===== src/rtl/sample_reader.sv =====
// rtl/sample_reader.sv - streams the sample memory to a UART transmitter, one byte per handshake
// Optional trailing mod-256 checksum byte: define SAMPLE_READER_CHECKSUM_EN.
module sample_reader #(
  parameter int ADDR_WIDTH = 8,
  parameter int DATA_WIDTH = 8
) (
  input  logic                  clk,
  input  logic                  reset,
  input  logic                  activate,
  output logic                  done,
  output logic [ADDR_WIDTH-1:0] mem_addr,
  output logic                  mem_oe,
  input  logic [DATA_WIDTH-1:0] mem_data,
  output logic [7:0]            tx_data,
  output logic                  tx_start,
  input  logic                  tx_active,
  input  logic                  tx_done
);

  typedef enum logic [2:0] {
    IDLE,
    FETCH,
    LOAD,
    SEND,
    WAIT,
    FIN
  } state_t;

  // One extra counter bit keeps the terminal compare free of a wrap-around alias.
  localparam logic [ADDR_WIDTH:0] LAST_CNT = {1'b0, {ADDR_WIDTH{1'b1}}};
  localparam logic [ADDR_WIDTH:0] CNT_ONE  = {{ADDR_WIDTH{1'b0}}, 1'b1};

  state_t                state_q;
  logic [ADDR_WIDTH:0]   cnt_q;
  logic [ADDR_WIDTH:0]   cnt_d;
  logic [ADDR_WIDTH-1:0] mem_addr_q;
  logic                  mem_oe_q;
  logic [7:0]            tx_data_q;
  logic                  tx_start_q;
  logic                  done_q;
`ifdef SAMPLE_READER_CHECKSUM_EN
  logic [7:0]            sum_q;
  logic                  csum_q;
`endif

  assign cnt_d = cnt_q + CNT_ONE;

  always_ff @(posedge clk) begin
    if (!reset) begin
      state_q    <= IDLE;
      cnt_q      <= '0;
      mem_addr_q <= '0;
      mem_oe_q   <= 1'b0;
      tx_data_q  <= '0;
      tx_start_q <= 1'b0;
      done_q     <= 1'b0;
`ifdef SAMPLE_READER_CHECKSUM_EN
      sum_q      <= '0;
      csum_q     <= 1'b0;
`endif
    end else begin
      tx_start_q <= 1'b0;
      case (state_q)
        IDLE: begin
          if (activate && !done_q) begin
            cnt_q      <= '0;
            mem_addr_q <= '0;
            mem_oe_q   <= 1'b1;
            state_q    <= FETCH;
`ifdef SAMPLE_READER_CHECKSUM_EN
            sum_q      <= '0;
            csum_q     <= 1'b0;
`endif
          end
        end
        FETCH: begin
          if (!activate) begin
            mem_oe_q <= 1'b0;
            state_q  <= IDLE;
          end else begin
            state_q  <= LOAD;
          end
        end
        // Address has been stable for a full cycle, so the async read data is settled here.
        LOAD: begin
          mem_oe_q <= 1'b0;
          if (!activate) begin
            state_q   <= IDLE;
          end else begin
            tx_data_q <= 8'(mem_data);
`ifdef SAMPLE_READER_CHECKSUM_EN
            sum_q     <= sum_q + 8'(mem_data);
`endif
            state_q   <= SEND;
          end
        end
        SEND: begin
          if (!activate) begin
            state_q    <= IDLE;
          end else if (!tx_active) begin
            tx_start_q <= 1'b1;
            state_q    <= WAIT;
          end
        end
        // A byte is in flight: leave only on tx_done, even if activate has dropped.
        WAIT: begin
          if (tx_done) begin
            if (!activate) begin
              state_q <= IDLE;
`ifdef SAMPLE_READER_CHECKSUM_EN
            end else if (csum_q) begin
              done_q  <= 1'b1;
              state_q <= FIN;
`endif
            end else if (cnt_q == LAST_CNT) begin
`ifdef SAMPLE_READER_CHECKSUM_EN
              tx_data_q <= sum_q;
              csum_q    <= 1'b1;
              state_q   <= SEND;
`else
              done_q    <= 1'b1;
              state_q   <= FIN;
`endif
            end else begin
              cnt_q      <= cnt_d;
              mem_addr_q <= cnt_d[ADDR_WIDTH-1:0];
              mem_oe_q   <= 1'b1;
              state_q    <= FETCH;
            end
          end
        end
        FIN: begin
          if (!activate) begin
            done_q  <= 1'b0;
            state_q <= IDLE;
          end
        end
        default: state_q <= IDLE;
      endcase
    end
  end

  assign done     = done_q;
  assign mem_addr = mem_addr_q;
  assign mem_oe   = mem_oe_q;
  assign tx_data  = tx_data_q;
  assign tx_start = tx_start_q;

endmodule


===== config.mk =====
export PLATFORM = sky130hd
export DESIGN_NAME = sample_reader
export DESIGN_NICKNAME = d
export VERILOG_FILES = /design/src/rtl/sample_reader.sv
export SDC_FILE = /design/constraint.sdc
export NUM_CORES = 1
export LEC_CHECK = 0
export ABC_AREA = 0
export BUFFER_PORTS_ARGS = -buffer_cell sky130_fd_sc_hd__buf_2
export CAP_MARGIN = 20
export CELL_PAD_IN_SITES_DETAIL_PLACEMENT = 1
export CELL_PAD_IN_SITES_GLOBAL_PLACEMENT = 1
export CORE_MARGIN = 2
export CORE_UTILIZATION = 39
export CTS_BUF_LIST = sky130_fd_sc_hd__clkbuf_4
export DETAILED_ROUTE_END_ITERATION = 6
export PLACE_DENSITY = 0.86
export SETUP_SLACK_MARGIN = 0.5
export SLEW_MARGIN = 20
export SYNTH_ARGS = -nofsm -noshare
export SYNTH_HDL_FRONTEND = slang
export SYNTH_SLANG_ARGS = --single-unit

===== constraint.sdc =====
create_clock -name clk -period 2.4 [get_ports clk]
set_input_delay 0.12 -clock clk [delete_from_list [all_inputs] [get_ports clk]]
set_output_delay 0.12 -clock clk [all_outputs]
set_load 0.01 [all_outputs]

==> out/qor.yml <==
fin_skew_ps: 12.7
worst_slew_pin_slew_ps: 512
critPathSlowestCell: "dfxtp_4"
grt_pass1_wl_um: 5290
slew-limit-headroom_pct: 65.8
routed_wl_um: 3180
timing.final.hold_violations: 0
required_ps: 2610
yosys_warnings: 0
root_buffer: "clkbuf_4"
ir_worst_vdd_v: 0.000229
grt_max_degree: 17
synth_area_leader_cell: "dfxtp_1"
path_class: "reg2reg"
yosys.area.top_type_share_pct: 38.5
drt_iter0_drc: 34
synth_ff_type: "dfxtp_1"
drcViolationCount: 0
firstDrtPassIters: 4
dp_slack_ps: 352
end_kind: "flop"
numCtsBuffers: 3
cellInternalPower_uw: 489
yosysMostFrequentCell: "dfxtp_1"
cts_tree: "done"
wl_per_cell_um: 15.4
holdCritStartpoint: "mem_data[7]"
reg2regPathDepth: 9
ant_nets: 0
via_count: 1146
final_min_period_over_clock_period_pct: 82.5
min_period_ps: 1980
synthesis.nets: 154
antenna_cells: 0
routabilityCongestion: 0.787
grt_pass1_vias: 1117
min_to: "tx_data[7]$_SDFFE_PN0P_"
arrival_ps: 2190
path_cells: "ha_4 > and3_4 > and4_4 > ha_4 > and3b_1 > o211ai_1 > buf_4 > o21a_1 > o21a_1"
maxSlewViolCount: 0
yosysUniqueCellTypes: 40
reg2reg_slack_ps: 420
synth_edf_count: 0
antenna_found_initial: 0
num_io_pins: 32
fmax_mhz: 505
synth_cells: 139
rsz0062_at_grt: "yes"
drive_gt1_share_pct: 38.2
power_uw: 651
start_util_pct: 40.2
setup-tns-final_ps: 0
rows: 20
synth_area_sq_mm: 0.00120
powerDensity_mw_per_mm2: 436
via_per_inst: 5.56
cap_violations: 0
setup_ws_ps: 420
rr_startpoint: "cnt_q[0]$_SDFFE_PN0P_"
yosysSeqAreaShare_pct: 38.5
port-buffer-count: 31
fin_util_pct: 50.1
dieArea_sq_mm: 0.00353
grt_overflow: 0
r2r-end: "cnt_q[4]$_SDFFE_PN0P_"
synth.top_cells.by_count: "dfxtp_1, nor2_1, a21oi_1, mux2i_1, o21ai_0"
fin_nets: 189
fp.dieH_um: 59.4
ys_ff_latch: 23
die_x_um: 59.4
hold_path_class: "in2reg"
critical_path.max_fanout: 5
sequentialPowerShare_pct: 60.2
grtUsageTotal_pct: 19.4
clk_latency_ps: 310
cts_max_path_buffers: 2
critPathMaxStageDelay_ps: 370
syn_area_per_cell_sq_um: 8.61
hold_depth: 3
postSynth.asyncResetShare_pct: 0
power.switching_uw: 162
design.core.area_sq_mm: 0.00298
pwr-share-comb_pct: 9.5
area_growth_syn_to_layout_pct: 24.8
status: "finished clean"
h-tree-depth: 1
swShare_pct: 24.8
synthTopCellsByArea: "dfxtp_1, mux2i_1, nor2_1"
hpwlAfterDp_um: 2010
cts.sinks: 23
setup_viol: 0
start_kind: "flop"
leakage_nw: 0.625
clkTransAtPathRegs_ps: 140
power_frac_clock_pct: 30.2
-- worst max path at each step --
stage	cells after the start	startpoint	to
finish	9	cnt_q[0]$_SDFFE_PN0P_	cnt_q[4]$_SDFFE_PN0P_
global route	9	cnt_q[0]$_SDFFE_PN0P_	cnt_q[6]$_SDFFE_PN0P_
CTS	9	cnt_q[0]$_SDFFE_PN0P_	cnt_q[4]$_SDFFE_PN0P_
detailed placement	9	cnt_q[0]$_SDFFE_PN0P_	cnt_q[4]$_SDFFE_PN0P_
global placement	7	cnt_q[0]$_SDFFE_PN0P_	cnt_q[7]$_SDFFE_PN0P_
floorplan	8	cnt_q[1]$_SDFFE_PN0P_	cnt_q[4]$_SDFFE_PN0P_
-- worst max-delay path, delay by kind of cell (launching register included) --
| kind | cells | cell delay [ps] |
|---|---|---|
| AOI/OAI and AO/OA | 3 | 450 |
| adders and majority gates | 2 | 310 |
| buffers and inverters | 1 | 190 |
| DFF | 1 | 370 |
| and+or+nand+nor | 3 | 550 |
-- metal layers --
layer / up-vias / share of wire, % / GRT usage (%) / wire [um]
met4: 0 / 0.57 / 5.84 / 18
met5: - / 0 / 0 / 0
li1: 557 / - / - / -
met3: 2 / 3.3 / 1.97 / 105
met1: 565 / 47 / 26.9 / 1500
met2: 22 / 49 / 31.6 / 1560
-- cell families (layout without fill, tap and decap cells) --
logic type | count (synthesis) | count (layout) | share of synthesized area, %
simple gates | 49 | 49 | 22.0
compound gates | 34 | 34 | 18.1
flops | 23 | 23 | 38.5
buf+inv | 21 | 55 | 11.0
mux | 10 | 10 | 8.37
fa+ha+maj | 2 | 2 | 2.09
-- power by group through the flow --
stage          registers (mW)  logic [mW]  clock network, mW
2_1_floorplan           0.400      0.0359                  0
3_3_place_gp            0.401      0.0543                  0
3_5_place_dp            0.401      0.0561                  0
4_1_cts                 0.392      0.0596              0.200
5_1_grt                 0.393      0.0692              0.216
6_report                0.392      0.0620              0.197
-- cell usage in the layout, fill, tap and decap left out, types with 2 or more instances in the layout --
| cell | synthesis | final |
|---|---|---|
| nand3_1 | 2 | 2 |
| o21ai_1 | 0 | 2 |
| nor3b_1 | 3 | 3 |
| mux2i_1 | 10 | 10 |
| nand2_1 | 5 | 5 |
| and3_1 | 3 | 2 |
| nor2_1 | 19 | 19 |
| buf_4 | 8 | 14 |
| o211ai_1 | 2 | 2 |
| or3_4 | 1 | 2 |
| dfxtp_2 | 0 | 3 |
| inv_1 | 5 | 5 |
| nor4_1 | 3 | 2 |
| a31oi_1 | 2 | 2 |
| dfxtp_1 | 23 | 19 |
| a21oi_1 | 10 | 9 |
| clkbuf_4 | 0 | 4 |
| ha_4 | 0 | 2 |
| nand2b_1 | 2 | 2 |
| o21a_1 | 2 | 2 |
| buf_2 | 0 | 31 |
| o21ai_0 | 9 | 6 |
-- state kept, by name (all words and copies together), names as in the netlist --
| signal | flops |
|---|---|
| tx_data | 8 |
| cnt_q | 9 |
| state_q | 3 |
| mem_oe | 1 |
| done | 1 |
| tx_start | 1 |
-- through the flow --
step                      hold WS [ps]  cell area [sq um]  instances
final                             34.6               1490        206
after global routing              41.9               1490        206
after CTS                         37.5               1450        204
after detailed placement           327               1340        192
after global placement             320               1340        192
after floorplan                    199               1220        139
-- final cells by class --
type                       instances  area [sq um]
tap                               33          41.3
inverter                           5          18.8
timing repair buffer              46           270
sequential                        23           468
clock buffer                       4          30.0
fill                             368          1490
multi-input combinational         95           664
-- what timing repair did --
item	in CTS	in global routing
gates resized for setup	5	11
setup endpoints to repair	9	10
cloned	1	0
pin swaps	6	9
hold buffers	1	0
setup buffers	6	2
endpoints found under the hold margin	1	0
(Power assumes the default switching activity.)
